`config.mk`:
```
export PLATFORM = sky130hd
export DESIGN_NAME = seq_detector_prog
export DESIGN_NICKNAME = d
export VERILOG_FILES = /design/src/rtl/seq_det_pkg.sv /design/src/rtl/seq_det_cmp.sv /design/src/rtl/seq_detector_prog.sv
export SDC_FILE = /design/constraint.sdc
export NUM_CORES = 1
export LEC_CHECK = 0
export ABC_AREA = 1
export ABC_CLOCK_PERIOD_IN_PS = 3000
export CAP_MARGIN = 20
export CORE_MARGIN = 2
export CORE_UTILIZATION = 51
export CTS_BUF_LIST = sky130_fd_sc_hd__clkbuf_16
export DETAILED_ROUTE_END_ITERATION = 6
export PLACE_DENSITY = 0.74
export SYNTH_ARGS = -nofsm -noshare
export SYNTH_HDL_FRONTEND = slang
export SYNTH_SLANG_ARGS = --single-unit
```
`constraint.sdc`:
```
create_clock -name clk -period 3 [get_ports clk]
set_clock_uncertainty 0.05 [all_clocks]
set_input_delay 0.45 -clock clk [delete_from_list [all_inputs] [get_ports clk]]
set_output_delay 0.45 -clock clk [all_outputs]
set_load 0.03 [all_outputs]
```
`src/rtl/seq_det_pkg.sv`:
```
//==============================================================================
// Module      : seq_det_pkg
// Description : Shared state encoding and default sizing for the programmable
//               serial pattern detector.
// Revision    : 1.0 - initial release
//==============================================================================
`default_nettype none

package seq_det_pkg;

  localparam int c_default_max_len = 8;

  typedef enum logic [1:0] {
    IDLE  = 2'd0,
    FILL  = 2'd1,
    MATCH = 2'd2
  } state_t;

endpackage : seq_det_pkg

`default_nettype wire

```
`src/rtl/seq_det_cmp.sv`:
```
//==============================================================================
// Module      : seq_det_cmp
// Description : Combinational masked compare of shifted history against the
//               programmed pattern; only the low len bits take part.
// Revision    : 1.0 - initial release
//==============================================================================
`default_nettype none

module seq_det_cmp #(
  parameter int MAX_LEN = 8,
  parameter int LEN_W   = $clog2(MAX_LEN + 1)
) (
  input  logic [MAX_LEN-1:0] hist,
  input  logic [MAX_LEN-1:0] pattern,
  input  logic [LEN_W-1:0]   len,
  output logic               hit
);

  logic [MAX_LEN-1:0] w_mask;

  for (genvar i = 0; i < MAX_LEN; i++) begin : g_mask
    assign w_mask[i] = (len > LEN_W'(i));
  end

  assign hit = (((hist ^ pattern) & w_mask) == '0);

endmodule : seq_det_cmp

`default_nettype wire

```
`src/rtl/seq_detector_prog.sv`:
```
//==============================================================================
// Module      : seq_detector_prog
// Description : Runtime-programmable serial pattern detector with registered
//               single-cycle det pulse. Define SEQ_DET_CNT_EN to add the
//               saturating det_cnt match counter.
// Revision    : 1.0 - initial release
//==============================================================================
`default_nettype none

module seq_detector_prog
  import seq_det_pkg::*;
#(
  parameter int MAX_LEN = c_default_max_len,
`ifdef SEQ_DET_CNT_EN
  parameter int CNT_W   = 8,
`endif
  localparam int LEN_W  = $clog2(MAX_LEN + 1)
) (
  input  logic               clk,
  input  logic               rst,
  input  logic               cfg_we,
  input  logic [MAX_LEN-1:0] cfg_pattern,
  input  logic [LEN_W-1:0]   cfg_len,
  input  logic               cfg_overlap,
  input  logic               in_valid,
  input  logic               in_bit,
  output logic               det,
`ifdef SEQ_DET_CNT_EN
  output logic [CNT_W-1:0]   det_cnt,
`endif
  output logic               armed
);

  state_t             r_state, w_state_n;
  logic [MAX_LEN-1:0] r_pattern;
  logic [LEN_W-1:0]   r_len;
  logic               r_overlap;
  logic [MAX_LEN-2:0] r_hist, w_hist_n;
  logic [LEN_W-1:0]   r_fill, w_fill_n, w_fill_inc;
  logic [MAX_LEN-1:0] w_hist_sh;
  logic               r_det, w_det_n;
  logic               w_cfg_ok, w_step, w_cmp_hit;

  // Illegal lengths leave the detector untouched; an accepted write drops any coincident bit.
  assign w_cfg_ok   = cfg_we && (cfg_len != '0) && (cfg_len <= LEN_W'(MAX_LEN));
  assign w_step     = in_valid && (r_state != IDLE) && !w_cfg_ok;
  assign w_hist_sh  = {r_hist, in_bit};
  assign w_fill_inc = (r_fill >= r_len) ? r_len : r_fill + LEN_W'(1);

  seq_det_cmp #(
    .MAX_LEN (MAX_LEN),
    .LEN_W   (LEN_W)
  ) u_cmp (
    .hist    (w_hist_sh),
    .pattern (r_pattern),
    .len     (r_len),
    .hit     (w_cmp_hit)
  );

  always_comb begin
    w_state_n = r_state;
    w_fill_n  = r_fill;
    w_hist_n  = r_hist;
    w_det_n   = 1'b0;
    if (w_cfg_ok) begin
      w_state_n = FILL;
      w_fill_n  = '0;
      w_hist_n  = '0;
    end else if (w_step) begin
      w_hist_n = w_hist_sh[MAX_LEN-2:0];
      w_det_n  = (w_fill_inc == r_len) && w_cmp_hit;
      if (w_det_n && !r_overlap) begin
        // Non-overlap: restart so the next match needs len fresh bits.
        w_fill_n  = '0;
        w_state_n = FILL;
      end else begin
        w_fill_n  = w_fill_inc;
        w_state_n = (w_fill_inc == r_len) ? MATCH : FILL;
      end
    end
  end

  always_ff @(posedge clk or posedge rst) begin
    if (rst) begin
      r_state <= IDLE;
      r_fill  <= '0;
      r_hist  <= '0;
      r_det   <= 1'b0;
    end else begin
      r_state <= w_state_n;
      r_fill  <= w_fill_n;
      r_hist  <= w_hist_n;
      r_det   <= w_det_n;
    end
  end

  always_ff @(posedge clk or posedge rst) begin
    if (rst) begin
      r_pattern <= '0;
      r_len     <= '0;
      r_overlap <= 1'b0;
    end else if (w_cfg_ok) begin
      r_pattern <= cfg_pattern;
      r_len     <= cfg_len;
      r_overlap <= cfg_overlap;
    end
  end

  assign det   = r_det;
  assign armed = (r_state != IDLE);

`ifdef SEQ_DET_CNT_EN
  logic [CNT_W-1:0] r_cnt;

  always_ff @(posedge clk or posedge rst) begin
    if (rst) begin
      r_cnt <= '0;
    end else if (w_cfg_ok) begin
      r_cnt <= '0;
    end else if (w_det_n && (r_cnt != '1)) begin
      r_cnt <= r_cnt + CNT_W'(1);
    end
  end

  assign det_cnt = r_cnt;
`endif

endmodule : seq_detector_prog

`default_nettype wire

```
# After elaboration in Yosys (flattened, before gate mapping)
# Index checks and enable logic that the tools add are counted.
[word_totals] output_inout_bits=2 in_bits=18 elab_cells=45 ff_bits=27
[op_classes] n_reduce_logical=12 bitwise_logic=2 magnitude_cmp=10 eq_ne=1 mux=12 addsub=1
[op_table] op="4-bit by 3-bit greater-than comparator with 1-bit output (second input constant)" count=4
[op_table] op="4-bit two-way mux" count=4
[op_table] op="7-bit two-way mux" count=2
[op_table] op="8-bit AND" count=1
[op_table] op="4-bit by 1-bit greater-than comparator with 1-bit output (second input constant)" count=2
[op_table] op="4-bit by 2-bit greater-than comparator with 1-bit output (second input constant)" count=2
[op_table] op="8-bit zero test" count=1
[op_table] op="2-bit two-way mux" count=4
[op_table] op="8-bit XOR" count=1
[op_table] op="1-bit logical AND" count=6
[op_table] op="4-bit by 1-bit adder with 4-bit output (second input constant)" count=1
[op_table] op="4-bit equality test" count=1
[op_table] op="4-bit greater-or-equal comparator" count=1
[op_table] op="4-bit <= comparator (second input constant)" count=1
[op_table] op="2-bit nonzero test" count=2
[op_table] op="4-bit nonzero test" count=1
[op_table] op="1-bit zero test" count=2
[op_table] op="1-bit two-way mux" count=2

# Longest topological paths before layout
# Gate-level depths: netlist (run 1).
[depth] word_depth=8 mapped_depth=15 ltp_nobuf=15

# Cells and area by module
# Synthesis (run 1) repeated with hierarchy kept, for this count alone.
[hier_totals] hier_cells=228 hier_area_um2=1669.1
[modules_own_cells] module="seq_detector_prog" seq_area_each_um2=675.6 cells_per_inst=171 area_per_inst_um2=1426.4 n_inst=1
[modules_own_cells] module="seq_det_cmp" seq_area_each_um2=0.0 cells_per_inst=57 area_per_inst_um2=242.7 n_inst=1

# Worst setup path after synthesis (run 1)
# Ideal clock, no wire load.
[synth_path] path_type="reg-to-reg" startpoint="reg r_len[3]" endpoint="reg r_state[0]" path_buffers=0 setup_ns=0.116 stages_incl_launch_ff=12 period_less_slack_ns=1.867 path_slack_ns=1.133 required_time_ns=2.834 arrival_time_ns=1.701 cell_sequence="dfrtp_1 inv_2 ha_1 a21oi_4 a21boi_4 nand3_2 nand2_1 nor2_2 nand4_2 nand2_1 nand2_1 nand2_1"
[synth_via] elab_chain_len=8 word_cells_on_any_way=19 cone_classes="9 x order compare; 1 x eq/ne; 5 x mux; 1 x bitwise; 3 x reduce/logical"
[synth_rtl] item="start: declaration" line="seq_detector_prog.sv:36" rtl="logic [LEN_W-1:0] r_len;"
[synth_rtl] item="start signal: assignment" line="seq_detector_prog.sv:104" rtl="r_len <= cfg_len;"
[synth_rtl] item="4-bit greater-or-equal comparator (tied with other cells)" line="seq_detector_prog.sv:48" rtl="assign w_fill_inc = (r_fill >= r_len) ? r_len : r_fill + LEN_W'(1);"
[synth_rtl] item="4-bit two-way mux or 8-bit AND (tied branches)" line="seq_detector_prog.sv:48, seq_det_cmp.sv:25"
[synth_rtl] item="4-bit equality test or 8-bit zero test (tied branches)" line="seq_detector_prog.sv:71, seq_detector_prog.sv:78, seq_det_cmp.sv:25"
[synth_rtl] item="1-bit logical AND" line="seq_detector_prog.sv:71" rtl="w_det_n = (w_fill_inc == r_len) && w_cmp_hit;"
[synth_rtl] item="1-bit logical AND" line="seq_detector_prog.sv:72" rtl="if (w_det_n && !r_overlap) begin"
[synth_rtl] item="2-bit two-way mux (*)" line="seq_detector_prog.sv:72"
[synth_rtl] item="2-bit two-way mux (*)" line="seq_detector_prog.sv:69" rtl="end else if (w_step) begin"
[synth_rtl] item="2-bit two-way mux (*)" line="seq_detector_prog.sv:65" rtl="if (w_cfg_ok) begin"
[synth_rtl] item="end signal: assignment" line="seq_detector_prog.sv:90" rtl="r_state <= w_state_n;"
[synth_rtl] item="end: declaration" line="seq_detector_prog.sv:34" rtl="state_t r_state, w_state_n;"
# Every way passes the cells marked *; elsewhere a longest branch is shown, timed or not. The select of a mux whose other input is x is not followed.
# A chain may end at the register's enable or synchronous reset.

# Final worst setup path (run 1)
[layout_path] startpoint="reg r_fill[0]" endpoint="reg r_state[0]"
[layout_via] elab_chain_len=8 word_cells_on_any_way=10 cone_classes="1 x add/sub; 1 x order compare; 1 x eq/ne; 5 x mux; 2 x reduce/logical"
[layout_rtl] item="start: declaration" line="seq_detector_prog.sv:39" rtl="logic [LEN_W-1:0] r_fill, w_fill_n, w_fill_inc;"
[layout_rtl] item="start signal: assignment" line="seq_detector_prog.sv:91" rtl="r_fill <= w_fill_n;"
[layout_rtl] item="4-bit by 1-bit adder with 4-bit output or 4-bit greater-or-equal comparator (tied branches)" line="seq_detector_prog.sv:48"
[layout_rtl] item="4-bit two-way mux (*)" line="seq_detector_prog.sv:48"
[layout_rtl] item="4-bit equality test (*)" line="seq_detector_prog.sv:71, seq_detector_prog.sv:78"
[layout_rtl] item="1-bit logical AND" line="seq_detector_prog.sv:71"
[layout_rtl] item="1-bit logical AND" line="seq_detector_prog.sv:72"
[layout_rtl] item="2-bit two-way mux (*)" line="seq_detector_prog.sv:72"
[layout_rtl] item="2-bit two-way mux (*)" line="seq_detector_prog.sv:69"
[layout_rtl] item="2-bit two-way mux (*)" line="seq_detector_prog.sv:65"
# Marks and branches as above.

==> results of run 1 <==
[logic make-up (layout without fill, tap and decap cells)]
| family | count (synthesis) | in the layout |
|---|---|---|
| AND/OR/NAND/NOR | 113 | 113 |
| flip-flops | 27 | 27 |
| buffers and inverters | 26 | 48 |
| AO/OA/AOI/OAI | 23 | 23 |
| XOR/XNOR | 7 | 7 |
| adder cells (fa/ha/maj) | 5 | 5 |
[worst min-delay path by stage]
stage                             from            to  cells after the start
after floorplan             r_state[0]    r_state[0]                      2
after global placement      r_state[1]    r_state[1]                      2
after detailed placement    r_state[1]    r_state[1]                      2
after CTS                   r_state[1]    r_state[1]                      2
after global routing      r_pattern[5]  r_pattern[5]                      2
final                       r_state[1]    r_state[1]                      2
[final cells by class]
class	instances	area, sq um
Fill cell	269	1110
Clock buffer	3	75.1
Timing Repair Buffer	20	198
Inverter	24	100
Sequential cell	27	676
Tap cell	33	41.3
Multi-Input combinational cell	148	796
Clock inverter	1	7.51
[worst max-delay path, delay by kind of cell, from the launching register on]
family | cells | cell delay, ns
and+or+nand+nor | 12 | 1.07
buffers and inverters | 2 | 0.15
DFF | 1 | 0.49
adders and majority gates | 1 | 0.29
[per-stage QoR]
stage	power (mW)	setup slack (ns)	hold slack, ns
final	1.56	0.836	0.430
after global routing	1.67	0.712	0.482
after CTS	1.56	0.844	0.442
after detailed placement	1.25	0.838	0.416
after global placement	1.22	0.918	0.417
after floorplan	1.07	1.13	0.391
[routing by layer]
metal  routed length, microns  GRT usage (%)  vias to the layer above
met3                      118           3.68                        9
met2                     1890           39.0                       41
met1                     1480           24.9                      650
met4                       93           9.84                        0
li1                         -              -                      696
met5                        0              0                        -
[synthesized netlist by cell type, types with 2 or more instances]
master	number	area, sq um
or2_1	2	12.5
nor2_4	2	22.5
nand3_1	8	40.0
nand4_1	11	68.8
nor2_1	7	26.3
nor2_2	3	18.8
o21ai_1	6	30.0
nand2_1	73	274
dfrtp_1	27	676
inv_2	6	22.5
inv_1	16	60.1
o22ai_1	5	31.3
ha_1	5	62.6
o21ai_0	9	45.0
nand2_2	4	25.0
xor2_1	6	52.6
[sequential cells by signal, summed over array words and instances, names as in the netlist]
name	flops
det	1
r_len	4
r_fill	4
r_hist	7
r_pattern	8
r_state	2
r_overlap	1
[power breakdown]
part	switching, mW	internal, mW	leakage, nW	total (mW)
logic	0.456	0.272	0.570	0.727
registers	0.0858	0.441	0.348	0.527
clock network	0.124	0.181	0.0371	0.305
==> results by group, run 1 <==
GRT
  • Vias in the first global route: 1,349
  • First-pass GRT wire length: 5.78 mm
  • Initial antenna violation count: 0
  • GRT Util Overall: 21.7%
  • GRT Residual Overflow: 0
  • Largest net degree at the start of global routing: 28

Floorplanning
  • Core Rows: 20
  • Core Region: 3000 sq um
  • Io pins: 20
  • Initial Util: 52.6%
  • Die area: 3560 sq um
  • Die Y: 59.7 microns
  • Die W: 59.7 microns

Worst setup path
  • CP peak stage delay: 0.49 ns
  • Reg2Reg Capture Point: r_state[0]
  • FF-to-FF setup slack: 0.84 ns
  • RR Startpoint: r_fill[0]
  • CP Launch Point: r_fill[0]
  • Setup crit end kind: register
  • Cell Chain, Critical Path: inv_1 > ha_1 > inv_1 > nand2_1 > nand2_1 > nand2_1 > nand2_2 > nand4_1 > nand2_1 > nor2_2 > nand2_2 > nor2_2 > nand2_1 > nand2_1 > nand2_1
  • Setup crit end: r_state[0]
  • Maximum fanout along the worst path: 7
  • Most frequent cell on the critical path: nand2_1
  • CP Class: reg -> reg
  • Crit path max-delay cell type: dfrtp_1
  • Worst reg-to-reg path cell count: 15
  • Critical Path AT: 2.26 ns
  • Startpoint types: register
  • WP data required: 3.10 ns

Timing
  • Max Clk Rate: 462 MHz
  • Final slew viol count: 0
  • Setup_tns: 0 ns
  • Fin crit share: 72.1%
  • RSZ-0062 raised after global routing: false
  • Min Clock Period, post-route: 2.16 ns
  • Hold Vio Cnt, Final: 0
  • Setup violations, final: 0
  • Worst-Margin Slew: 0.336 ns
  • Slew headroom: 77.6%

Layout
  • Commonest non-fill, non-tap cell in the layout: nand2_1
  • Share of post-route cells with drive strength above 1: 12.1%
  • Layout Area Growth over Synthesis: 19.8%
  • Final core occ: 63.0%
  • Commonest cells after routing, fill and taps aside: nand2_1 (73), dfrtp_1 (27), clkdlybuf4s50_1 (19), inv_1 (16), nand4_1 (11)
  • Layout Nets: 247
  • Design area: 1890 sq um
  • Diode count: 0
  • Non-Filler Instances: 256

Detailed routing
  • Drt initial violations: 51
  • Via density: 5.45
  • DR pass1 iterations: 4
  • Routed wire length per instance: 14.0 microns
  • Antenna-violating nets left: 0
  • Number of remaining DRC errors: 0
  • Routed via count: 1,396
  • Total wire length: 3.58 mm

Placement
  • HPWL after DPL: 2.71 mm
  • Port buffer count: 19
  • Placement-stage cell area: 1810 sq um
  • Dpl cells: 252
  • RePlAce Congestion: 0.830

Synth
  • Fraction of registers with async set/reset: 100%
  • Number of flops mapped to enable cells by yosys: 0
  • Synth Area in Compound Gates: 9.42%
  • Mean Syn Cell Area: 7.86 sq um
  • Synth Area in XOR/XNOR: 3.88%
  • Synth Area in Simple Gates: 33.1%
  • Library cells used by synthesis: 27
  • Gate Count Post-Synth: 201
  • Syn nets: 224
  • Yosys reg bits: 27
  • Synthesis warning total: 0
  • Most common flop cell mapped by yosys: dfrtp_1
  • Post-synthesis adder-cell area fraction: 3.96%
  • Sequential element share of the synthesized area: 42.8%
  • Cell area after synthesis: 1580 sq um
  • Mux cell area share after synthesis: 0%
  • Largest family of logic cells by synthesized area: simple AND/OR/NAND/NOR gates

CTS
  • CTS root buf: clkbuf_16
  • H-tree levels: 1
  • Num Clock Sinks: 27
  • Total CTS buffers: 3
  • CTS tree: built
  • # resized after CTS: 0
  • Hold_buf cts: 0
  • Buffer levels on the longest clock path: 2
  • Clk slew on worst S/H paths: 0.07 ns
  • Post-CTS Setup Bufs: 0
  • Worst skew pair latency: 0.26 ns

Pwr
  • Leakage: 0.955 nW
  • Worst VDD drop: 0.361 mV
  • Pwr Density: 823 nW/um^2

Hold path
  • Worst min path class: reg -> reg

Status
  • Status: finished clean

Flow run
  • Max_cap viols: 0
(Power assumes the default switching activity.)
==> run 2: changes to the inputs <==
Settings changed: ABC_CLOCK_PERIOD_IN_PS 3000 to 2060.
Clock period 3 ns to 2.06 ns, I/O delays scaled along.
==> results by group, run 2 (synthesis results as in run 1) <==
Worst setup path
  • Critical Path AT: 2.04 ns (-0.22 ns)
  • WP data required: 2.16 ns (-0.94 ns)
  • Setup crit end kind: register
  • Maximum fanout along the worst path: 7 (unchanged)
  • Startpoint types: register
  • CP Class: reg -> reg
  • FF-to-FF setup slack: 0.11 ns (-0.72 ns)

Timing
  • Setup violations, final: 0 (unchanged)
  • Setup_tns: 0 ns (unchanged)
  • Final slew viol count: 0 (unchanged)
  • Max Clk Rate: 514 MHz (+11%)
  • Worst-Margin Slew: 0.332 ns (-0.00349 ns)
  • Hold Vio Cnt, Final: 0 (unchanged)
  • Slew headroom: 77.8% (+0.23 points)
  • Min Clock Period, post-route: 1.95 ns (-0.218 ns)
  • Fin crit share: 94.5% (+22 points)

GRT
  • First-pass GRT wire length: 6.16 mm (+6.7%)
  • Initial antenna violation count: 0 (unchanged)
  • GRT Util Overall: 23.4% (+1.7 points)
  • Vias in the first global route: 1,367 (+1.3%)
  • Largest net degree at the start of global routing: 28 (unchanged)
  • GRT Residual Overflow: 0 (unchanged)

CTS
  • CTS root buf: clkbuf_16
  • Clk slew on worst S/H paths: 0.06 ns (about the same)
  • H-tree levels: 1 (unchanged)
  • Worst skew pair latency: 0.26 ns (about the same)
  • Hold_buf cts: 0 (unchanged)
  • Buffer levels on the longest clock path: 2 (unchanged)
  • Num Clock Sinks: 27 (unchanged)
  • Total CTS buffers: 3 (unchanged)
  • CTS tree: built

Detailed routing
  • Via density: 5.24 (-4.0%)
  • Routed via count: 1,398 (+0.14%)
  • Routed wire length per instance: 14.2 microns (+1.7%)
  • Number of remaining DRC errors: 0 (unchanged)
  • DR pass1 iterations: 4 (unchanged)
  • Drt initial violations: 66 (+29%)
  • Total wire length: 3.79 mm (+6.0%)
  • Antenna-violating nets left: 0 (unchanged)

Layout
  • Commonest non-fill, non-tap cell in the layout: nand2_1
  • Layout Nets: 258 (+4.5%)
  • Commonest cells after routing, fill and taps aside: nand2_1 (72), dfrtp_1 (26), clkdlybuf4s50_1 (19), inv_1 (15), buf_4 (12)
  • Largest reg by FF count: r_pattern
  • Regs by FF count: r_pattern (8), r_hist (7)
  • Diode count: 0 (unchanged)
  • Layout Area Growth over Synthesis: 28.8%
  • Share of post-route cells with drive strength above 1: 18.8% (+6.7 points)
  • Register area: 677 sq um (+0.19%)
  • Multi-input gate area in the final layout: 855 sq um (+7.4%)
  • Max reg flops: 8 (unchanged)
  • Fillers: 257 (-4.5%)

Hold path
  • Worst min path class: in -> async

Floorplanning
  • Die Y: 59.7 microns (unchanged)
  • Core Rows: 20 (unchanged)
  • Die W: 59.7 microns (unchanged)
  • Initial Util: 52.6% (unchanged)
  • Io pins: 20 (unchanged)
  • Die area: 3560 sq um (unchanged)
  • Core Region: 3000 sq um (unchanged)

Placement
  • RePlAce Congestion: 0.912 (+9.8%)
  • HPWL after DPL: 2.84 mm (+5.1%)
  • Port buffer count: 19 (unchanged)

Pwr
  • Overall power: 2.48 mW (+59%)
  • Pwr Density: 1220 nW/um^2 (+48%)
  • Worst VDD drop: 0.657 mV (+82%)
  • Leakage: 1.02 nW (+6.3%)

Status
  • Status: finished clean

Flow run
  • Max_cap viols: 0 (unchanged)
==> run 2: cell count changes in the layout (fill, tap and decap cells not counted), moves of 2 or more <==
| cell | previous run | this run |
|---|---|---|
| nor2_4 | 2 | 4 |
| ha_4 | 0 | 2 |
| ha_1 | 5 | 3 |
| buf_4 | 1 | 12 |
| nor2_2 | 3 | 1 |
==> run 2: critical path, stage by stage, from the launching register on <==
cell     delay, ns
dfrtp_1       0.36
inv_2         0.07
ha_4          0.26
inv_1         0.03
nand2_1       0.05
nand2_1       0.06
nand2_2       0.12
nand2_4       0.09
nand4_1       0.09
nand2_1       0.11
nor2_4        0.16
nand2_2       0.09
nor2_2        0.12
nand2_1       0.06
nand2_1       0.06
nand2_1       0.05
==> run 2: metal layers <==
| metal | track usage, % | up-vias | routed length [microns] |
|---|---|---|---|
| met2 | 42.9 | 27 | 2040 |
| met1 | 27.8 | 649 | 1550 |
| met4 | 7.94 | 0 | 82 |
| met5 | 0 | - | 0 |
| li1 | - | 714 | - |
| met3 | 3.25 | 8 | 121 |
==> run 2: power by group <==
part | switching, mW | internal [mW] | total, mW
clock | 0.166 | 0.261 | 0.427
combinational | 0.800 | 0.511 | 1.31
sequential | 0.0965 | 0.643 | 0.740
total | 1.06 | 1.42 | 2.48
==> run 2: worst paths after layout <==
| kind | start | to | cells past startpoint |
|---|---|---|---|
| min in group clk | r_state[0] | r_state[0] | 2 |
| worst min-delay path | rst | r_pattern[6] | 3 |
| max in group asynchronous | rst | r_len[1] | 3 |
| worst max-delay path | r_fill[0] | r_state[0] | 15 |
| worst min register to register | r_state[0] | r_state[0] | 2 |
| worst max register to register | r_fill[0] | r_state[0] | 15 |
==> run 2: final cells by class <==
class | count | area share, %
Tap cell | 33 | 2.03
Sequential cell | 27 | 33.3
Clock buffer | 3 | 3.69
Inverter | 24 | 5.04
Timing Repair Buffer | 31 | 13.8
Multi-Input combinational cell | 148 | 42.0
Clock inverter | 1 | 0.246
==> run 2: metrics by stage <==
stage,util [%],cell area (sq um),hold WS (ns),instances,setup slack [ns]
finish,67.8,2040,0.358,267,0.113
global route,67.8,2040,0.398,267,-0.0439
CTS,64.5,1940,0.370,262,0.0769
detailed placement,61.8,1860,0.416,258,0.0585
global placement,61.8,1860,0.409,258,0.0841
floorplan,-,1580,0.312,201,0.193
==> run 2: repair_timing <==
| action | CTS | global route |
|---|---|---|
| buffers inserted | 0 | 5 |
| resized for setup | 0 | 11 |
| setup endpoints to repair | 0 | 7 |
==> run 3: changes to the inputs <==
Settings changed: CAP_MARGIN 20 to 40, CTS_BUF_LIST sky130_fd_sc_hd__clkbuf_16 to sky130_fd_sc_hd__clkbuf_2, SYNTH_HIERARCHICAL from default to 1.
==> results by group, run 3 <==
Status
  • Status: finished clean

Layout
  • Layout Area Growth over Synthesis: 20.2%
  • Share of post-route cells with drive strength above 1: 13.8% (-5.0 points)
  • Regs by FF count: r_pattern (8), r_hist (7)
  • Fillers: 279 (+8.6%)
  • Layout Nets: 284 (+10%)
  • Commonest non-fill, non-tap cell in the layout: nand2_1
  • Max reg flops: 8 (unchanged)
  • Design area: 2010 sq um (-1.5%)
  • Commonest cells after routing, fill and taps aside: nand2_1 (85), inv_1 (32), dfrtp_1 (27), clkdlybuf4s50_1 (18), o21ai_0 (12)
  • Non-Filler Instances: 304 (+14%)
  • Largest reg by FF count: r_pattern
  • Diode count: 0 (unchanged)

Synth
  • Post-synthesis adder-cell area fraction: 3.75% (-0.21 points)
  • Syn nets: 251 (+12%)
  • Yosys reg bits: 27 (unchanged)
  • Mux cell area share after synthesis: 0% (unchanged)
  • Synth Area in Compound Gates: 8.32% (-1.1 points)
  • Cell area after synthesis: 1670 sq um (+5.6%)
  • Sequential element share of the synthesized area: 40.5% (-2.3 points)
  • Mean Syn Cell Area: 7.32 sq um (-6.9%)
  • Count leader, synth: nand2_1
  • Top area cells in the synthesized netlist: dfrtp_1 (40%), nand2_1 (19%), inv_1 (7.2%), ha_1 (3.7%), o21ai_0 (3.6%)
  • Synth top cells by count: nand2_1 (85), inv_1 (32), dfrtp_1 (27)
  • Fraction of registers with async set/reset: 100% (unchanged)
  • Share of the synthesized area in the top cell type: 40.5% (-2.3 points)
  • Largest family of logic cells by synthesized area: simple AND/OR/NAND/NOR gates
  • Library cells used by synthesis: 27 (unchanged)
  • Most common flop cell mapped by yosys: dfrtp_1
  • Synth area leader: dfrtp_1
  • Gate Count Post-Synth: 228 (+13%)
  • Synth Area in XOR/XNOR: 1.05% (-2.8 points)
  • Synth Area in Simple Gates: 36.9% (+3.8 points)
  • Number of flops mapped to enable cells by yosys: 0 (unchanged)
  • Synthesis warning total: 6 (+6)

GRT
  • First-pass GRT wire length: 6.00 mm (-2.7%)
  • Largest net degree at the start of global routing: 28 (unchanged)
  • GRT Residual Overflow: 0 (unchanged)
  • GRT Util Overall: 22.1% (-1.3 points)
  • Initial antenna violation count: 0 (unchanged)
  • Vias in the first global route: 1,391 (+1.8%)

Pwr
  • Switching Power: 1.01 mW (-5.1%)
  • Worst VDD drop: 0.479 mV (-27%)
  • Flop pwr share: 33.0% (+3.2 points)
  • Internal: 1.20 mW (-15%)
  • Sw Ratio: 45.7% (+2.8 points)
  • Leakage: 1.06 nW (+3.9%)
  • Logic pwr share: 57.8% (+4.9 points)
  • Clock Power Share: 9.3% (-7.9 points)
  • Pwr Density: 1100 nW/um^2 (-9.6%)

Detailed routing
  • Routed via count: 1,486 (+6.3%)
  • Total wire length: 3.58 mm (-5.7%)
  • Number of remaining DRC errors: 0 (unchanged)
  • Drt initial violations: 45 (-32%)
  • Antenna-violating nets left: 0 (unchanged)
  • DR pass1 iterations: 4 (unchanged)
  • Via density: 4.89 (-6.6%)
  • Routed wire length per instance: 11.8 microns (-17%)

Timing
  • Final slew viol count: 0 (unchanged)
  • Slew headroom: 76.6% (-1.2 points)
  • RSZ-0062 raised after global routing: true
  • Max Clk Rate: 520 MHz (+1.1%)
  • Worst-Margin Slew: 0.350 ns (+0.0180 ns)
  • Min Clock Period, post-route: 1.92 ns (-0.0221 ns)
  • Fin crit share: 93.4% (-1.1 points)
  • Setup violations, final: 0 (unchanged)
  • Hold Vio Cnt, Final: 0 (unchanged)

Worst setup path
  • Maximum fanout along the worst path: 7 (unchanged)
  • Startpoint types: register
  • CP Class: reg -> reg
  • FF-to-FF setup slack: 0.14 ns (+0.02 ns)
  • Worst reg-to-reg path cell count: 9 (-6)
  • RR Startpoint: r_fill[1]
  • WP data required: 2.29 ns (+0.13 ns)
  • Setup crit end kind: register
  • Critical Path AT: 2.15 ns (+0.11 ns)
  • Reg2Reg Capture Point: det

Floorplanning
  • Core Rows: 20 (unchanged)
  • Die W: 61.2 microns (+2.6%)
  • Initial Util: 54.2% (+1.6 points)
  • Die area: 3750 sq um (+5.2%)
  • Die Y: 61.2 microns (+2.6%)
  • Io pins: 20 (unchanged)
  • Core Region: 3080 sq um (+2.5%)

CTS
  • Worst skew pair latency: 0.36 ns (+0.10 ns)
  • CTS root buf: clkbuf_2
  • CTS tree: built
  • Post-CTS Setup Bufs: 0 (unchanged)
  • H-tree levels: 1 (unchanged)
  • Clk slew on worst S/H paths: 0.24 ns (+0.18 ns)
  • Num Clock Sinks: 27 (unchanged)
  • Buffer levels on the longest clock path: 2 (unchanged)
  • Total CTS buffers: 3 (unchanged)

Flow run
  • Max_cap viols: 0 (unchanged)

Placement
  • RePlAce Congestion: 0.848 (-7.0%)
  • Placement-stage cell area: 1990 sq um (+7.1%)
  • HPWL after DPL: 2.79 mm (-1.7%)
  • Port buffer count: 19 (unchanged)
  • Dpl cells: 300 (+16%)

Hold path
  • Worst min path class: in -> async
-- run 3: cell types whose count changed after synthesis, sizes merged, moves of 2 or more --
cell / previous run / this run
xor2: 6 / 0
or2: 2 / 4
nand4: 12 / 10
nor2: 12 / 16
nand3: 9 / 11
inv: 24 / 37
nand2: 77 / 90
o21ai: 15 / 12
clkinv: 0 / 2
-- run 3: what timing repair did --
action                     CTS  global route
setup endpoints to repair    1             1
pin swaps                    0             0
resized for setup            1             0
hold buffers                 0             0
-- run 3: metal layers --
metal	share of wire, %	GRT usage, %	up-vias
li1	-	-	779
met1	46	27.6	687
met2	51	40.1	15
met3	1.6	2.52	5
met4	1.2	6.52	0
met5	0	0	-
-- run 3: worst max path at each step --
stage,from,to,cells after the start,slack (ns)
detailed placement,cfg_len[0],det,9,0.08
finish,r_fill[1],det,9,0.14
global placement,cfg_len[1],det,9,0.05
CTS,r_fill[1],det,9,0.13
global route,r_fill[0],r_fill[0],13,-0.004
floorplan,r_len[3],r_state[0],11,0.14
-- run 3: cells by family (layout without fill, tap and decap cells) --
kind of cell	Yosys count	count (layout)
simple gates	132	132
buf+inv	41	73
flops	27	27
compound gates	21	21
fa+ha+maj	5	5
xor+xnor	2	2
-- run 3: per-stage QoR --
step | worst slack [ns] | hold slack (ns) | TNS, ns | utilization (%) | power (mW)
finish | 0.135 | 0.211 | 0 | 65.2 | 2.21
detailed placement | 0.0823 | 0.412 | 0 | 64.6 | 2.02
floorplan | 0.145 | 0.312 | 0 | - | 1.65
global route | -0.00356 | 0.227 | -0.00356 | 65.2 | 2.40
CTS | 0.131 | 0.218 | 0 | 65.2 | 2.22
global placement | 0.0463 | 0.413 | 0 | 64.6 | 1.97
-- run 3: final cells by class --
| class | instances | area [sq um] | share of cell area (%) |
|---|---|---|---|
| well taps | 44 | 55.1 | 2.74 |
| inverters | 39 | 149 | 7.42 |
| multi-input cells | 160 | 835 | 41.6 |
| flip-flops and latches | 27 | 676 | 33.7 |
| repair buffers | 30 | 272 | 13.5 |
| clock buffers | 4 | 20.0 | 0.998 |
-- run 3: critical path, cell delays in order, from the launching register on --
cell and delay, ns:
dfrtp_1 0.53, ha_1 0.32, nand2_1 0.06, nand2_2 0.10
nand2_2 0.11, nand4_1 0.09, nand2_1 0.06, nor2_2 0.17
nand2_2 0.09, nor3b_1 0.27
-- run 3: power groups by stage --
stage | clock network (mW) | registers, mW | logic (mW)
after floorplan | 0 | 0.744 | 0.902
after global placement | 0 | 0.729 | 1.25
after detailed placement | 0 | 0.737 | 1.29
after CTS | 0.210 | 0.725 | 1.28
after global routing | 0.232 | 0.740 | 1.43
final | 0.205 | 0.728 | 1.28
